==> src/rtl/mem_port_arbiter.sv <==
// Arbitrates the core's fetch and load/store ports onto one single-ported memory bus.
// Optional ARB_STARVE_GUARD_EN bounds how long a pending fetch can be held off by data traffic.
module mem_port_arbiter #(
  parameter int unsigned ADDR_W   = 32,
  parameter int unsigned DATA_W   = 32,
  parameter int unsigned MAX_WAIT = 4
) (
  input  logic                clk,
  input  logic                reset,
  input  logic                i_req,
  input  logic [ADDR_W-1:0]   i_addr,
  output logic                i_gnt,
  output logic                i_rvalid,
  output logic [DATA_W-1:0]   i_rdata,
  input  logic                d_req,
  input  logic                d_we,
  input  logic [ADDR_W-1:0]   d_addr,
  input  logic [DATA_W-1:0]   d_wdata,
  input  logic [DATA_W/8-1:0] d_be,
  output logic                d_gnt,
  output logic                d_rvalid,
  output logic [DATA_W-1:0]   d_rdata,
  output logic                m_req,
  output logic                m_we,
  output logic [ADDR_W-1:0]   m_addr,
  output logic [DATA_W-1:0]   m_wdata,
  output logic [DATA_W/8-1:0] m_be,
  input  logic                m_gnt,
  input  logic                m_rvalid,
  input  logic [DATA_W-1:0]   m_rdata,
  output logic                busy
);

  localparam int unsigned BE_W = DATA_W / 8;

  typedef enum logic [1:0] {
    IDLE = 2'd0,
    REQ  = 2'd1,
    RESP = 2'd2
  } state_t;

  state_t state;
  logic   owner_d;
  logic   d_win;
  logic   i_win;
  logic   starve;

  if (MAX_WAIT == 0) begin : g_bad_max_wait
    $error("mem_port_arbiter: MAX_WAIT must be at least 1");
  end

`ifdef ARB_STARVE_GUARD_EN
  localparam int unsigned CNT_W = $clog2(MAX_WAIT + 1);
  localparam logic [CNT_W-1:0] CNT_MAX = CNT_W'(MAX_WAIT);

  logic [CNT_W-1:0] starve_cnt;

  assign starve = (starve_cnt == CNT_MAX);

  // Counts data grants taken while a fetch waits; saturates at MAX_WAIT.
  always_ff @(posedge clk or negedge reset) begin
    if (!reset) begin
      starve_cnt <= '0;
    end else if (state == IDLE) begin
      if (!i_req || i_win) begin
        starve_cnt <= '0;
      end else if (d_win && (starve_cnt != CNT_MAX)) begin
        starve_cnt <= starve_cnt + 1'b1;
      end
    end
  end
`else
  assign starve = 1'b0;
`endif

  // Grants are only issued from IDLE; data wins unless a starved fetch is waiting.
  always_comb begin
    d_win = 1'b0;
    i_win = 1'b0;
    if (state == IDLE) begin
      if (d_req && !(i_req && starve)) begin
        d_win = 1'b1;
      end else if (i_req) begin
        i_win = 1'b1;
      end
    end
  end

  assign d_gnt = d_win;
  assign i_gnt = i_win;

  // Transaction FSM with registered memory-side and response-side outputs.
  always_ff @(posedge clk or negedge reset) begin
    if (!reset) begin
      state    <= IDLE;
      owner_d  <= 1'b0;
      busy     <= 1'b0;
      m_req    <= 1'b0;
      m_we     <= 1'b0;
      m_addr   <= '0;
      m_wdata  <= '0;
      m_be     <= '0;
      i_rvalid <= 1'b0;
      i_rdata  <= '0;
      d_rvalid <= 1'b0;
      d_rdata  <= '0;
    end else begin
      i_rvalid <= 1'b0;
      d_rvalid <= 1'b0;
      case (state)
        IDLE: begin
          if (d_win) begin
            state   <= REQ;
            owner_d <= 1'b1;
            busy    <= 1'b1;
            m_req   <= 1'b1;
            m_we    <= d_we;
            m_addr  <= d_addr;
            m_wdata <= d_wdata;
            m_be    <= d_we ? d_be : {BE_W{1'b1}};
          end else if (i_win) begin
            state   <= REQ;
            owner_d <= 1'b0;
            busy    <= 1'b1;
            m_req   <= 1'b1;
            m_we    <= 1'b0;
            m_addr  <= i_addr;
            m_wdata <= '0;
            m_be    <= {BE_W{1'b1}};
          end
        end
        REQ: begin
          if (m_gnt) begin
            state <= RESP;
            m_req <= 1'b0;
          end
        end
        RESP: begin
          if (m_rvalid) begin
            state <= IDLE;
            busy  <= 1'b0;
            if (owner_d) begin
              d_rvalid <= 1'b1;
              // Store acks carry no data; keep the last load result visible.
              if (!m_we) begin
                d_rdata <= m_rdata;
              end
            end else begin
              i_rvalid <= 1'b1;
              i_rdata  <= m_rdata;
            end
          end
        end
        default: begin
          state <= IDLE;
          busy  <= 1'b0;
          m_req <= 1'b0;
        end
      endcase
    end
  end

endmodule

==> config.mk <==
export PLATFORM = sky130hd
export DESIGN_NAME = mem_port_arbiter
export DESIGN_NICKNAME = d
export VERILOG_FILES = /design/src/rtl/mem_port_arbiter.sv
export SDC_FILE = /design/constraint.sdc
export NUM_CORES = 1
export LEC_CHECK = 0
export CAP_MARGIN = 20
export CORE_MARGIN = 8
export CORE_UTILIZATION = 37
export CTS_CLUSTER_SIZE = 30
export DETAILED_ROUTE_END_ITERATION = 8
export PLACE_DENSITY_LB_ADDON = 0.2
export SETUP_SLACK_MARGIN = 0.2
export SLEW_MARGIN = 20
export SYNTH_ARGS = -nofsm -noshare
export SYNTH_HDL_FRONTEND = slang
export SYNTH_SLANG_ARGS = --single-unit
==> constraint.sdc <==
create_clock -name clk -period 1.5 [get_ports clk]
set_input_delay 0.3 -clock clk [delete_from_list [all_inputs] [get_ports clk]]
set_output_delay 0.3 -clock clk [all_outputs]
set_load 0.01 [all_outputs]
==> implementation parameters <==
Parameter                              Value

Outcome
  Run status    finished, violations left
  Violations in the final reports    negative setup slack

Logic synthesis
  Proportion of synthesized chip area in sequential cells    0.596
  Share of synthesized registers carrying an async set or reset    1.00
  Dominant synthesized flop cell    dfrtp_1
  Total nets after synthesis    571
  Leading cell types by total area after synthesis    dfrtp_1 60%, mux2_4 7.7%, mux2_2 6.5%, a22o_1 4.8%, a22oi_1 4.1%
  Number of synthesis warnings    0
  Number of distinct library cells after synthesis    31
  Portion of synthesized cell area occupied by the leading cell type    0.596
  Cell taking the most area after synthesis    dfrtp_1
  Number of cells produced by synthesis    432
  Syn Area/Cell    13.6 um2
  Post-synthesis register bit count    140
  Post-Syn Area    5880 um2
  EDFF count, synth    0

CTS
  Largest buffer count on any clock path    2
  Root Buffer Master    clkbuf_16
  Skew-Pair Late Insertion Delay    0.41 ns
  CTS tree    yes
  Number of clock buffers inserted by TritonCTS    17
  H-tree level count    4
  CTS Sinks    140
  Clock-pin slew of the registers on the worst-case setup and hold paths    0.06 ns

Setup path
  Setup slack on the worst flop-to-flop path    -0.16 ns
  Cell with the largest stage delay on the worst path    dfrtp_2
  Crit path DAT    1.37 ns
  Worst setup path class    reg -> out
  Startpoint types    register
  Biggest cell delay along the critical path    0.44 ns
  Required arrival time at the worst endpoint    1.20 ns
  Endpoint of the lowest-slack register-to-register path    i_rdata[19]
  Crit path to    d_gnt
  Worst setup path startpoint    state[0]
  Endpoint type of the worst setup path    output pin
  Origin of the critical flop-to-flop path    state[0]
  Depth of the worst register-to-register path    6
  Worst path cell trace    buf_4, nor3b_4, buf_6
  Max FO, Critical Path    4

Cells and area
  Area occupied by multi-input gates    2470 um2
  Final-stage net count    923
  Area growth syn-to-layout    73.1%
  Layout filler cell count    1197
  Final standard cell area without fillers    10200 um2
  Commonest non-fill, non-tap cells in the layout    138 x dfrtp_1, 136 x clkdlybuf4s50_1, 135 x buf_2, 64 x mux2_4, 52 x buf_4
  Total area of sequential cells    3510 um2
  Most common library cell in the layout ignoring fill and taps    dfrtp_1
  Layout cell share with drive strength beyond 1    0.469

GRT
  Maximum number of pins on one net before global-route repair    46
  Global routing usage summed across all routing layers    0.202
  Total congestion overflow after global routing    0
  Global-route wire length before repair    31700 um
  Via count of the first global-routing pass    5578
  Initial antenna violation count    0

Timing
  Max Fclk    600 MHz
  Final number of setup-violating endpoints    122
  Max-slew violation count    0
  Tcrit/Tclk final    1.11
  Tightest slew margin relative to the limit    0.672
  Worst Clk Skew    0.00652 ns
  Least-Margin Pin Slew    0.492 ns
  Setup repair after global routing missed its margin    true
  Final count of hold timing violations    0
  TNS Setup    -12.10 ns
  Shortest clock period the worst path allows after layout    1.67 ns
  Final worst setup slack    -0.166 ns

Power and ir drop
  Peak VDD IR    903 uV
  Leakage power    4.69 nW
  Power density cells    2170 nW/um2
  Design Power    22.0 mW

Flow run
  # Max-Cap Violations    0

Die
  Floorplan Core Area    15700 um2
  Die Footprint    20200 um2
  Width of the die    142 um
  Die Height    142 um
  Initial Utilization    0.374
  Row count    46
  Number of ports placed on the die boundary    278

Detailed routing
  Avg Vias per Cell    5.09
  1st-iter DRT viols    253
  Initial DRT Pass Iterations    4
  Count of antenna-violating nets left after detailed routing    0
  Total length of routed wires    21800 um
  Number of remaining DRC errors    0
  Via count    5152
  Final routed wire length divided by cell count    21.5 um

Min path
  Min-delay worst type    in -> reg

Place
  Input/output buffers    277
  Detailed Place HPWL    14000 um
  Routability congestion estimate    0.783
  DP Area    9010 um2
## metrics by stage
step | hold slack (ns) | worst slack, ns | instances | util
5_1_grt | 0.317 | -0.223 | 1012 | 0.648
4_1_cts | 0.286 | -0.184 | 980 | 0.615
3_3_place_gp | 0.213 | -0.424 | 916 | 0.573
2_1_floorplan | 0.00441 | -0.0651 | 432 | -
6_report | 0.323 | -0.166 | 1013 | 0.648
3_5_place_dp | 0.208 | -0.473 | 916 | 0.573
## layout make-up
| type | count | share of cell area |
|---|---|---|
| flip-flops and latches | 140 | 0.344 |
| diodes | 1 | 0.000246 |
| clock buffers | 21 | 0.0462 |
| multi-input cells | 254 | 0.243 |
| clock inverters | 10 | 0.0183 |
| well taps | 216 | 0.0265 |
| inverters | 1 | 0.000369 |
| repair buffers | 370 | 0.321 |
## flip-flops by register name, indices dropped and copies added (netlist names), 2 cells and up
signal / cells
d_rdata: 32
i_rdata: 32
m_addr: 32
m_wdata: 32
m_be: 4
state: 2
## critical path: cells and delay by family, from the launching register on
| family | cells | cell delay [ns] |
|---|---|---|
| buffers and inverters | 2 | 0.29 |
| DFF | 1 | 0.44 |
| and+or+nand+nor | 1 | 0.22 |
## cell usage after synthesis, types with 3 or more instances
master / count
clkbuf_1: 16
mux2_4: 30
dfrtp_1: 140
mux2_2: 34
a31oi_1: 32
a22oi_1: 32
buf_6: 5
nand2_1: 4
buf_2: 12
o21ai_0: 35
nor2b_1: 32
o22a_1: 5
a22o_1: 32
nor2_1: 4
buf_12: 3
## cell families (layout without fill, tap and decap cells)
group                  Yosys count  in the layout  share of synthesized area
AND/OR/NAND/NOR                 49             49                     0.0551
multiplexers                    64             64                      0.142
other                            0              1                          0
AO/OA/AOI/OAI                  141            141                      0.166
flip-flops                     140            140                      0.596
buffers and inverters           38            402                     0.0415
## routing by layer
metal | wire length, um | vias to the layer above | track usage
met5 | 0 | - | 0
met4 | 484 | 0 | 0.0757
met3 | 1830 | 30 | 0.0758
met2 | 10700 | 237 | 0.318
met1 | 8830 | 2569 | 0.246
li1 | - | 2316 | -
## how the worst min path moves through the flow
stage,startpoint,endpoint,slack [ns],cells after the start
6_report,i_req,owner_d,0.32,4
5_1_grt,i_req,owner_d,0.32,4
4_1_cts,i_req,owner_d,0.29,4
3_5_place_dp,reset,i_rdata[18],0.21,1
3_3_place_gp,reset,d_rdata[14],0.21,1
2_1_floorplan,reset,busy,0.004,0
## timing repair
item | in CTS | in global routing
resized for setup | 641 | 36
cloned | 5 | 8
endpoints found under the hold margin | 27 | 0
hold buffers | 1 | 0
pin swaps | 6 | 9
setup endpoints to repair | 275 | 158
buffers inserted | 27 | 24
## where the power goes
part | leakage [nW] | switching (mW) | internal (mW)
combinational | 2.66 | 4.60 | 6.09
sequential | 1.72 | 1.11 | 5.55
clock | 0.312 | 1.61 | 3.08
total | 4.69 | 7.32 | 14.7
Note: power is estimated with default switching activity, not from simulation.
